File: src/rtl/nanosoc_input_stage_if.sv
// rtl/nanosoc_input_stage_if.sv - bus bundle between one AHB master port and its input stage
interface nanosoc_input_stage_if #(
    parameter int ADDR_WIDTH = 32
);
    logic                  HSELS;
    logic [ADDR_WIDTH-1:0] HADDRS;
    logic [1:0]            HTRANSS;
    logic                  HWRITES;
    logic [2:0]            HSIZES;
    logic [2:0]            HBURSTS;
    logic [3:0]            HPROTS;
    logic                  HMASTLOCKS;
    logic                  HREADYS;
    logic                  accept_dec;
    logic                  readyout_dec;
    logic                  resp_dec;
    logic                  trans_valid;
    logic [ADDR_WIDTH-1:0] HADDRM;
    logic [1:0]            HTRANSM;
    logic                  HWRITEM;
    logic [2:0]            HSIZEM;
    logic [2:0]            HBURSTM;
    logic [3:0]            HPROTM;
    logic                  HMASTLOCKM;
    logic                  HREADYOUTS;
    logic                  HRESPS;

    modport slave (
        input  HSELS, HADDRS, HTRANSS, HWRITES, HSIZES, HBURSTS, HPROTS, HMASTLOCKS,
               HREADYS, accept_dec, readyout_dec, resp_dec,
        output trans_valid, HADDRM, HTRANSM, HWRITEM, HSIZEM, HBURSTM, HPROTM,
               HMASTLOCKM, HREADYOUTS, HRESPS
    );

    modport master (
        output HSELS, HADDRS, HTRANSS, HWRITES, HSIZES, HBURSTS, HPROTS, HMASTLOCKS,
               HREADYS, accept_dec, readyout_dec, resp_dec,
        input  trans_valid, HADDRM, HTRANSM, HWRITEM, HSIZEM, HBURSTM, HPROTM,
               HMASTLOCKM, HREADYOUTS, HRESPS
    );
endinterface

File: src/rtl/nanosoc_input_stage.sv
// rtl/nanosoc_input_stage.sv - bus matrix input stage: holds a stalled address phase and tracks its data phase
module nanosoc_input_stage #(
    parameter int ADDR_WIDTH = 32
) (
    input  logic                    HCLK,
    input  logic                    HRESETn,
    nanosoc_input_stage_if.slave    bus
);

    logic                  pend_q, pend_d;
    logic                  data_phase_q, data_phase_d;
    logic [ADDR_WIDTH-1:0] addr_q, addr_d;
    logic [1:0]            trans_q, trans_d;
    logic                  write_q, write_d;
    logic [2:0]            size_q, size_d;
    logic [2:0]            burst_q, burst_d;
    logic [3:0]            prot_q, prot_d;
    logic                  mastlock_q, mastlock_d;

    logic new_valid;
    logic trans_valid;

    assign new_valid   = bus.HSELS & bus.HREADYS & bus.HTRANSS[1];
    assign trans_valid = pend_q | new_valid;

    always_comb begin
        pend_d       = pend_q;
        data_phase_d = data_phase_q;
        addr_d       = addr_q;
        trans_d      = trans_q;
        write_d      = write_q;
        size_d       = size_q;
        burst_d      = burst_q;
        prot_d       = prot_q;
        mastlock_d   = mastlock_q;

        // A new request seen while holding cannot be legal (master is stalled), so it is dropped.
        if (pend_q) begin
            pend_d = ~bus.accept_dec;
        end else begin
            pend_d = new_valid & ~bus.accept_dec;
        end

        if (new_valid && !pend_q) begin
            addr_d     = bus.HADDRS;
            trans_d    = bus.HTRANSS;
            write_d    = bus.HWRITES;
            size_d     = bus.HSIZES;
            burst_d    = bus.HBURSTS;
            prot_d     = bus.HPROTS;
            mastlock_d = bus.HMASTLOCKS;
        end

        if (trans_valid && bus.accept_dec) begin
            data_phase_d = 1'b1;
        end else if (bus.readyout_dec) begin
            data_phase_d = 1'b0;
        end
    end

    always_ff @(posedge HCLK or negedge HRESETn) begin
        if (!HRESETn) begin
            pend_q       <= 1'b0;
            data_phase_q <= 1'b0;
            addr_q       <= '0;
            trans_q      <= 2'b00;
            write_q      <= 1'b0;
            size_q       <= 3'b000;
            burst_q      <= 3'b000;
            prot_q       <= 4'b0000;
            mastlock_q   <= 1'b0;
        end else begin
            pend_q       <= pend_d;
            data_phase_q <= data_phase_d;
            addr_q       <= addr_d;
            trans_q      <= trans_d;
            write_q      <= write_d;
            size_q       <= size_d;
            burst_q      <= burst_d;
            prot_q       <= prot_d;
            mastlock_q   <= mastlock_d;
        end
    end

    assign bus.trans_valid = trans_valid;
    assign bus.HADDRM      = pend_q ? addr_q     : bus.HADDRS;
    assign bus.HWRITEM     = pend_q ? write_q    : bus.HWRITES;
    assign bus.HSIZEM      = pend_q ? size_q     : bus.HSIZES;
    assign bus.HBURSTM     = pend_q ? burst_q    : bus.HBURSTS;
    assign bus.HPROTM      = pend_q ? prot_q     : bus.HPROTS;
    assign bus.HMASTLOCKM  = pend_q ? mastlock_q : bus.HMASTLOCKS;
    // Downstream must only see a non-IDLE transfer when a request is actually being made.
    assign bus.HTRANSM     = !trans_valid ? 2'b00 : (pend_q ? trans_q : bus.HTRANSS);

    assign bus.HREADYOUTS  = pend_q ? 1'b0 : (data_phase_q ? bus.readyout_dec : 1'b1);
    assign bus.HRESPS      = (data_phase_q && !pend_q) ? bus.resp_dec : 1'b0;

endmodule

File: src/flat_wrapper.sv
// flat-port wrapper written by rule: the top's interface ports become plain ports
module nanosoc_input_stage_flat 
#(
    parameter int ADDR_WIDTH = 32
)
  (HCLK, HRESETn, bus_HSELS, bus_HADDRS, bus_HTRANSS, bus_HWRITES, bus_HSIZES, bus_HBURSTS, bus_HPROTS, bus_HMASTLOCKS, bus_HREADYS, bus_accept_dec, bus_readyout_dec, bus_resp_dec, bus_trans_valid, bus_HADDRM, bus_HTRANSM, bus_HWRITEM, bus_HSIZEM, bus_HBURSTM, bus_HPROTM, bus_HMASTLOCKM, bus_HREADYOUTS, bus_HRESPS);
  nanosoc_input_stage_if #(.ADDR_WIDTH(ADDR_WIDTH)) bus_i ();
  input  logic HCLK;
  input  logic HRESETn;
  input wire logic [$bits(bus_i.HSELS)-1:0] bus_HSELS;
  input wire logic [$bits(bus_i.HADDRS)-1:0] bus_HADDRS;
  input wire logic [$bits(bus_i.HTRANSS)-1:0] bus_HTRANSS;
  input wire logic [$bits(bus_i.HWRITES)-1:0] bus_HWRITES;
  input wire logic [$bits(bus_i.HSIZES)-1:0] bus_HSIZES;
  input wire logic [$bits(bus_i.HBURSTS)-1:0] bus_HBURSTS;
  input wire logic [$bits(bus_i.HPROTS)-1:0] bus_HPROTS;
  input wire logic [$bits(bus_i.HMASTLOCKS)-1:0] bus_HMASTLOCKS;
  input wire logic [$bits(bus_i.HREADYS)-1:0] bus_HREADYS;
  input wire logic [$bits(bus_i.accept_dec)-1:0] bus_accept_dec;
  input wire logic [$bits(bus_i.readyout_dec)-1:0] bus_readyout_dec;
  input wire logic [$bits(bus_i.resp_dec)-1:0] bus_resp_dec;
  output wire logic [$bits(bus_i.trans_valid)-1:0] bus_trans_valid;
  output wire logic [$bits(bus_i.HADDRM)-1:0] bus_HADDRM;
  output wire logic [$bits(bus_i.HTRANSM)-1:0] bus_HTRANSM;
  output wire logic [$bits(bus_i.HWRITEM)-1:0] bus_HWRITEM;
  output wire logic [$bits(bus_i.HSIZEM)-1:0] bus_HSIZEM;
  output wire logic [$bits(bus_i.HBURSTM)-1:0] bus_HBURSTM;
  output wire logic [$bits(bus_i.HPROTM)-1:0] bus_HPROTM;
  output wire logic [$bits(bus_i.HMASTLOCKM)-1:0] bus_HMASTLOCKM;
  output wire logic [$bits(bus_i.HREADYOUTS)-1:0] bus_HREADYOUTS;
  output wire logic [$bits(bus_i.HRESPS)-1:0] bus_HRESPS;
  assign bus_i.HSELS = bus_HSELS;
  assign bus_i.HADDRS = bus_HADDRS;
  assign bus_i.HTRANSS = bus_HTRANSS;
  assign bus_i.HWRITES = bus_HWRITES;
  assign bus_i.HSIZES = bus_HSIZES;
  assign bus_i.HBURSTS = bus_HBURSTS;
  assign bus_i.HPROTS = bus_HPROTS;
  assign bus_i.HMASTLOCKS = bus_HMASTLOCKS;
  assign bus_i.HREADYS = bus_HREADYS;
  assign bus_i.accept_dec = bus_accept_dec;
  assign bus_i.readyout_dec = bus_readyout_dec;
  assign bus_i.resp_dec = bus_resp_dec;
  assign bus_trans_valid = bus_i.trans_valid;
  assign bus_HADDRM = bus_i.HADDRM;
  assign bus_HTRANSM = bus_i.HTRANSM;
  assign bus_HWRITEM = bus_i.HWRITEM;
  assign bus_HSIZEM = bus_i.HSIZEM;
  assign bus_HBURSTM = bus_i.HBURSTM;
  assign bus_HPROTM = bus_i.HPROTM;
  assign bus_HMASTLOCKM = bus_i.HMASTLOCKM;
  assign bus_HREADYOUTS = bus_i.HREADYOUTS;
  assign bus_HRESPS = bus_i.HRESPS;
  nanosoc_input_stage #(.ADDR_WIDTH(ADDR_WIDTH)) u_core (.HCLK(HCLK), .HRESETn(HRESETn), .bus(bus_i));
endmodule
File: config.mk
export PLATFORM = sky130hd
export DESIGN_NAME = nanosoc_input_stage_flat
export DESIGN_NICKNAME = d
export VERILOG_FILES = /design/src/rtl/nanosoc_input_stage_if.sv /design/src/rtl/nanosoc_input_stage.sv /design/src/flat_wrapper.sv
export SDC_FILE = /design/constraint.sdc
export NUM_CORES = 1
export LEC_CHECK = 0
export ABC_AREA = 0
export ABC_CLOCK_PERIOD_IN_PS = 1600
export BUFFER_PORTS_ARGS = -buffer_cell sky130_fd_sc_hd__clkbuf_2
export CAP_MARGIN = 20
export CORE_ASPECT_RATIO = 1.4
export CORE_MARGIN = 3
export CORE_UTILIZATION = 47
export CTS_CLUSTER_DIAMETER = 120
export DETAILED_ROUTE_END_ITERATION = 8
export HOLD_SLACK_MARGIN = 0.05
export PLACE_DENSITY = 0.79
export SYNTH_ARGS = -nofsm -noshare
export SYNTH_HDL_FRONTEND = slang
export SYNTH_SLANG_ARGS = --single-unit
export TNS_END_PERCENT = 5
File: constraint.sdc
create_clock -name HCLK -period 1.6 [get_ports HCLK]
set_clock_uncertainty 0.05 [all_clocks]
set_input_delay 0.16 -clock HCLK [delete_from_list [all_inputs] [get_ports HCLK]]
set_output_delay 0.16 -clock HCLK [all_outputs]
set_load 0.005 [all_outputs]
# Word level (Yosys, flattened, before mapping)
# Index checks and enable logic that the tools add are counted.
# totals
output_inout_bits,49
mem_count,0
romBits,0
mem_bits_rw,0
reg_bits,48
inputBits,53
latchBits,0
# classes
muxes,14
n_addsub,0
magnitude_cmp,0
div_mod_pow,0
n_eq_ne,0
bitwise_logic,5
n_mul,0
n_shift,0
reduce_logical,5
# ops
op,count
$mux W32,1
$mux W1,8
$mux W3,2
$mux W2,2
$mux W4,1
$and A1 B1 Y1,3
$logic_and A1 B1 Y1,3
$reduce_bool A2 Y1,1
$logic_not A1 Y1,1
$not A1 Y1,1
$or A1 B1 Y1,1

# Depth between registers and ports, before layout
# Gate-level depths: netlist (run 1).
# logic_depth
depth_word,5
depth_mapped,4

# Least setup slack after synthesis (run 1)
# No wires, ideal clock.
# synth_timing
path_kind,register to output
startpoint,reg u_core.pend_q
endpoint,out bus_HADDRM[24]
slack_ns,0.254
path_stages_with_launch,4
arrival_time_ns,1.136
required_ns,1.390
path_buffers,2
path_cell_list,dfrtp_1 buf_2 buf_2 mux2_2
# synth_between
elab_chain_cells,1
# synth_lines
item,line_no,rtl
start: declaration,nanosoc_input_stage.sv:10,"logic pend_q, pend_d;"
start signal: assignment,nanosoc_input_stage.sv:73,pend_q <= pend_d;
$mux W32,nanosoc_input_stage.sv:86,assign bus.HADDRM = pend_q ? addr_q : bus.HADDRS;
end: declaration,flat_wrapper.sv:23,output wire logic [$bits(bus_i.HADDRM)-1:0] bus_HADDRM;
# Every way passes these cells.

# Worst setup path after layout (run 1)
# layout_timing
startpoint,reg u_core.pend_q
endpoint,out bus_HBURSTM[1]
# layout_between
elab_chain_cells,1
# layout_lines
item,line_no,rtl
$mux W3,nanosoc_input_stage.sv:89,assign bus.HBURSTM = pend_q ? burst_q : bus.HBURSTS;
end: declaration,flat_wrapper.sv:27,output wire logic [$bits(bus_i.HBURSTM)-1:0] bus_HBURSTM;
# Every way passes these cells.

==> results.yml, run 1 <==
timing:
  layout_worst_path_cycle_share_pct: 100.6
  finalHoldWorstSlack_ns: 0.05438
  timing.final.max_slew_violations: 0
  final_period_minus_worst_setup_slack_ns: 1.610
  final-setup-viol-count: 6
  slew_headroom_pct: 76.95
  setup_repair_after_global_routing_missed_its_margin: "true"
  maxClockFrequency_mhz: 621.1
  timing_hold_violations_final: 0
  fin_ws_ns: -0.009995
  worstMarginPinSlew_ns: 0.3458
clocking:
  clock_tree.root_cell: "sky130_fd_sc_hd__clkbuf_8"
  post-cts-setup-buffers: 0
  clkLatencyLatePin_ns: 0.29
  cts_buffer_depth: 2
  htree_levels: 2
  worst_setup_hold_path_clk_slew_ns: 0.09
  cts.sink_count: 48
  cts_made_buffers: 5
  cts_tree: "yes"
outcome:
  status: "complete, but fails checks"
  failed_checks: "negative setup slack"
critical_path:
  critical_path.n_buffers_inverters: 2
  worst_ep_required_time_ns: 1.39
  worst_ep_arrival_time_ns: 1.40
  max_stage_delay_on_crit_path_ns: 0.41
  critical_path_peak_fanout: 33
  worst_path_dominant_cell_family: "flip-flops"
  path_cells: "buf_12 > mux2_2 > clkbuf_2"
  end_kind: "output port"
  critical-path-slowest-cell: "sky130_fd_sc_hd__dfrtp_2"
  timing.critical_path.from_type: "flop"
  worstSetupPathType: "reg2out"
power:
  power.clock.fraction_pct: 27.5
  power.combinational.fraction_pct: 21.6
  switch_pwr_w: 0.0007409
  p_sw_share_pct: 24.13
  leakage_nw: 1.570
  fin_total_pwr_w: 0.003070
  worst_ir_drop_vdd_mv: 0.8168
  p_per_area_nw_per_um2: 949.2
  p_seq_share_pct: 51.0
  p_int_w: 0.002329
detailed_routing:
  drt_pre_antenna_iters: 2
  postRouteAntennaNets: 0
  drt_iter0_drc: 38
  route.vias.total: 1700
  wire_length_per_cell_after_detailed_routing_um: 14.11
  detail_route.wirelength_mm: 4.895
  drc_errors: 0
  viasPerCell: 4.899
yosys:
  synthDominantCellAreaShare_pct: 50.96
  synth_top_family_by_area: "multiplexers"
  netlist_instances: 163
  post_synth_and_or_nand_nor_area_fraction_pct: 2.229
  synth_area_um2: 2357
  postSynthRegisterBits: 48
  synth-xor-area-share_pct: 0
  synth.top_cells.by_area: "sky130_fd_sc_hd__dfrtp_1, sky130_fd_sc_hd__mux2_2, sky130_fd_sc_hd__mux2_1, sky130_fd_sc_hd__buf_2, sky130_fd_sc_hd__nand4b_4"
  mappedNetlistNets: 216
  synth_top_cell_by_area: "sky130_fd_sc_hd__dfrtp_1"
  synth_adder_area_share_pct: 0
  synth_warnings: 0
  share_of_cell_area_taken_by_muxes_after_synthesis_pct: 42.52
  synth_area_per_cell_um2: 14.46
  yosysUniqueCellTypes: 15
  synth_compound_gate_area_share_pct: 1.062
  synth_sequential_area_ratio_pct: 50.96
cells_and_area:
  layout-area-overhead-vs-synth_pct: 37.21
  insertedDiodeCount: 0
  layout.cells.most_common: "sky130_fd_sc_hd__clkbuf_2"
  post_route_cells_drive_above_1_share_pct: 67.37
  summed_area_of_non_filler_cells_in_the_final_layout_um2: 3234
  final_cell_mix: "sky130_fd_sc_hd__clkbuf_2, sky130_fd_sc_hd__mux2_2, sky130_fd_sc_hd__dfrtp_1"
  count_of_nets_after_finishing: 337
die:
  die_outline_width_um: 65.86
  die_area_um2: 5913
  fp.dieH_um: 89.80
  placementRows: 29
  io_pins: 102
  start_util_pct: 50.36
  design.core.area_um2: 4681
grt:
  first_pass_grt_wire_length_mm: 8.217
  overflow: 0
  grt_antenna_before_repair: 0
  grt_util_all_layers_pct: 17.39
  first_global_vias: 1809
  grt_max_degree: 34
placed_design:
  cell_area_placed_um2: 2953
  finalWeightedCongestion: 0.7152
  dpl_wire_length_mm: 3.745
  buffer_ports.inserted: 101
worst_hold_path:
  hold_class: "in2reg"
run:
  maxCapViolCount: 0
-- power groups by stage --
stage	logic [W]	clock network [W]	registers, W
after floorplan	0.000386	0	0.00154
after global placement	0.000622	0	0.00157
after detailed placement	0.000640	0	0.00159
after CTS	0.000677	0.000868	0.00156
after global routing	0.000734	0.000918	0.00159
final	0.000662	0.000843	0.00156
-- Yosys cell counts (all sizes together) --
master	instances
o2bb2ai	1
a21oi	1
buf	10
inv	4
nand2	4
mux2	89
nand2b	1
nand4b	1
nor2	2
a31oi	1
dfrtp	48
o21ai	1
-- state kept, by name, summed over array words and instances (netlist names) --
| name | flops |
|---|---|
| u_core.addr_q | 32 |
| u_core.burst_q | 3 |
| u_core.data_phase_q | 1 |
| u_core.mastlock_q | 1 |
| u_core.pend_q | 1 |
| u_core.prot_q | 4 |
| u_core.size_q | 3 |
| u_core.trans_q | 2 |
| u_core.write_q | 1 |
-- final cells by class --
| class | instances | area [um^2] |
|---|---|---|
| sequential | 48 | 1202 |
| fill | 364 | 1446 |
| inverter | 4 | 15.01 |
| timing repair buffer | 124 | 744.5 |
| clock inverter | 3 | 42.54 |
| clock buffer | 5 | 68.82 |
| tap | 62 | 77.57 |
| multi-input combinational | 101 | 1084 |
-- what timing repair did --
item | 4_1_cts | 5_1_grt
setup endpoints to repair | 35 | 46
gates resized for setup | 6 | 0
endpoints found under the hold margin | 63 | 0
hold buffers | 15 | 0
-- worst paths after layout --
kind	from	end	slack [ns]	depth (start not counted)
max in group asynchronous	HRESETn	u_core.addr_q[20]	0.87	3
min in group asynchronous	HRESETn	u_core.prot_q[1]	0.33	3
max	u_core.pend_q	bus_HBURSTM[1]	-0.01	3
min reg2reg	u_core.trans_q[1]	u_core.trans_q[1]	0.42	1
min	bus_HADDRS[1]	u_core.addr_q[1]	0.05	2
max reg2reg	u_core.pend_q	u_core.addr_q[3]	0.14	3
-- worst reg2reg max path, stage by stage (launching register included) --
cell	delay [ns]
sky130_fd_sc_hd__dfrtp_2	0.44
sky130_fd_sc_hd__nand4b_4	0.29
sky130_fd_sc_hd__buf_4	0.24
sky130_fd_sc_hd__mux2_1	0.32
-- metal layers --
metal,vias to the layer above,global-route usage (%),part of all wire [%]
li1,820,-,-
met4,0,5.709,2.0
met2,53,32.30,55
met5,-,0,0
met1,820,19.29,38
met3,7,2.993,5.5
-- cells by family after synthesis --
group,count (synthesis)
muxes,89
and+or+nand+nor,8
buffers and inverters,14
DFF,48
AOI/OAI and AO/OA,4
-- stage by stage --
step                      worst slack (ns)   TNS, ns  cells  util [%]
final                            -0.009995  -0.03943    347     69.10
after detailed placement            0.1533         0    324     63.08
after global placement              0.1621         0    324     63.08
after global routing              -0.07474    -2.530    347     69.10
after floorplan                     0.2543         0    163         -
after CTS                         -0.02215   -0.1725    347     69.10
Power figures use the tool's default switching activity.
==> inputs of run 2 (changes only) <==
- CORE_UTILIZATION: 47 -> 49
- CTS_BUF_LIST: not set -> sky130_fd_sc_hd__clkbuf_2 sky130_fd_sc_hd__clkbuf_4 sky130_fd_sc_hd__clkbuf_8
- PLACE_DENSITY: 0.79 -> 0.82
==> results.yml, run 2 (synthesis gave the netlist of run 1 again) <==
critical_path:
  worst_ep_required_time_ns: 1.39
  critical-path-slowest-cell: "sky130_fd_sc_hd__dfrtp_2"
  critical_path_peak_fanout: 19
  max_stage_delay_on_crit_path_ns: 0.43
  critical_path.n_buffers_inverters: 2
  timing.critical_path.from_type: "flop"
  path_cells: "clkbuf_16 > mux2_2 > clkbuf_2"
  end_kind: "output port"
  worst_ep_arrival_time_ns: 1.42
  worst_path_dominant_cell_family: "flip-flops"
  worstSetupPathType: "reg2out"
die:
  placementRows: 29
  start_util_pct: 51.56
  design.core.area_um2: 4572
  io_pins: 102
  die_area_um2: 5691
  fp.dieH_um: 88.07
  die_outline_width_um: 64.62
grt:
  overflow: 0
  first_global_vias: 1837
  first_pass_grt_wire_length_mm: 8.473
  grt_util_all_layers_pct: 19.45
  grt_antenna_before_repair: 0
  grt_max_degree: 39
cells_and_area:
  count_of_nets_after_finishing: 341
  multi_input_comb_area_um2: 1195
  insertedDiodeCount: 0
  largest-register: "u_core.addr_q"
  layout-area-overhead-vs-synth_pct: 44.96
  fill_cells: 313
  largest_registers: "u_core.addr_q: 32 flops, u_core.prot_q: 4 flops"
  layout.cells.most_common: "sky130_fd_sc_hd__clkbuf_2"
  fin_util_pct: 74.74
  fin_cells: 351
  final_cell_mix: "sky130_fd_sc_hd__clkbuf_2, sky130_fd_sc_hd__mux2_2, sky130_fd_sc_hd__dfrtp_1"
  largest_register_ffs: 32
  post_route_cells_drive_above_1_share_pct: 67.13
  ff_latch_area_um2: 1202
timing:
  fin_ws_ns: -0.02700
  timing_hold_violations_final: 0
  setup_repair_after_global_routing_missed_its_margin: "true"
  setup-tns-final_ns: -0.2902
  slew_headroom_pct: 65.89
  worstMarginPinSlew_ns: 0.5117
  final-setup-viol-count: 21
  timing.final.max_slew_violations: 0
  maxClockFrequency_mhz: 614.6
  layout_worst_path_cycle_share_pct: 101.7
  final_period_minus_worst_setup_slack_ns: 1.627
clocking:
  cts_buffer_depth: 2
  htree_levels: 2
  clock_tree.root_cell: "sky130_fd_sc_hd__clkbuf_8"
  cts_tree: "yes"
  post-cts-setup-buffers: 0
  cts.sink_count: 48
  cts_made_buffers: 5
  clkLatencyLatePin_ns: 0.29
  worst_setup_hold_path_clk_slew_ns: 0.08
detailed_routing:
  drc_errors: 0
  wire_length_per_cell_after_detailed_routing_um: 15.57
  drt_iter0_drc: 41
  route.vias.total: 1745
  viasPerCell: 4.972
  detail_route.wirelength_mm: 5.465
  drt_pre_antenna_iters: 4
  postRouteAntennaNets: 0
outcome:
  status: "complete, but fails checks"
  failed_checks: "negative setup slack"
placed_design:
  finalWeightedCongestion: 0.6826
  buffer_ports.inserted: 101
  dpl_wire_length_mm: 3.521
  placed_cells_incl_taps: 322
run:
  maxCapViolCount: 0
power:
  p_per_area_nw_per_um2: 898.2
  leakage_nw: 1.700
  worst_ir_drop_vdd_mv: 0.6738
  fin_total_pwr_w: 0.003069
worst_hold_path:
  hold_class: "in2reg"
==> run 2: worst paths after layout <==
path                              startpoint                 to  slack [ns]  depth (start not counted)
setup / recovery               u_core.pend_q      bus_HPROTM[0]       -0.03                          3
hold / removal                bus_HADDRS[19]  u_core.addr_q[19]        0.06                          2
setup reg to reg               u_core.pend_q   u_core.addr_q[7]        0.14                          3
hold reg to reg            u_core.trans_q[1]  u_core.trans_q[1]        0.43                          1
max in group asynchronous            HRESETn  u_core.addr_q[18]        0.58                          3
min in group asynchronous            HRESETn   u_core.addr_q[0]        0.32                          2
==> run 2: cell type report <==
class	count	share of cell area [%]
inverter	4	0.4394
tap	62	2.270
timing repair buffer	128	24.28
sequential	48	35.19
multi-input combinational	101	34.97
clock buffer	8	2.856
==> run 2: power by group <==
part           switching (W)  internal [W]  leakage, nW
Sequential          0.000123       0.00145        0.567
Clock               0.000368      0.000387       0.0523
Combinational       0.000266      0.000474         1.08
Total               0.000757       0.00231         1.70
==> run 2: routing by layer <==
layer  track usage, %  wire [um]  vias up
met5                0          0        -
li1                 -          -      830
met2            34.68       2952       66
met1            22.90       2103      841
met4            6.346         80        0
met3            4.878        328        8
==> run 2: metrics by stage <==
step | hold WS [ns] | setup WS (ns) | area, um^2
CTS | 0.05159 | -0.03854 | 3271
global placement | 0.09864 | 0.2980 | 2950
global route | 0.05855 | -0.08537 | 3417
floorplan | -0.1856 | 0.2543 | 2357
detailed placement | 0.09911 | 0.2823 | 2950
finish | 0.05983 | -0.02700 | 3417
==> run 2: what timing repair did <==
item                                   CTS  global route
resized for setup                        1            32
gates cloned                             1             1
hold buffers                            19             0
setup endpoints to repair               37            46
endpoints found under the hold margin   37             0
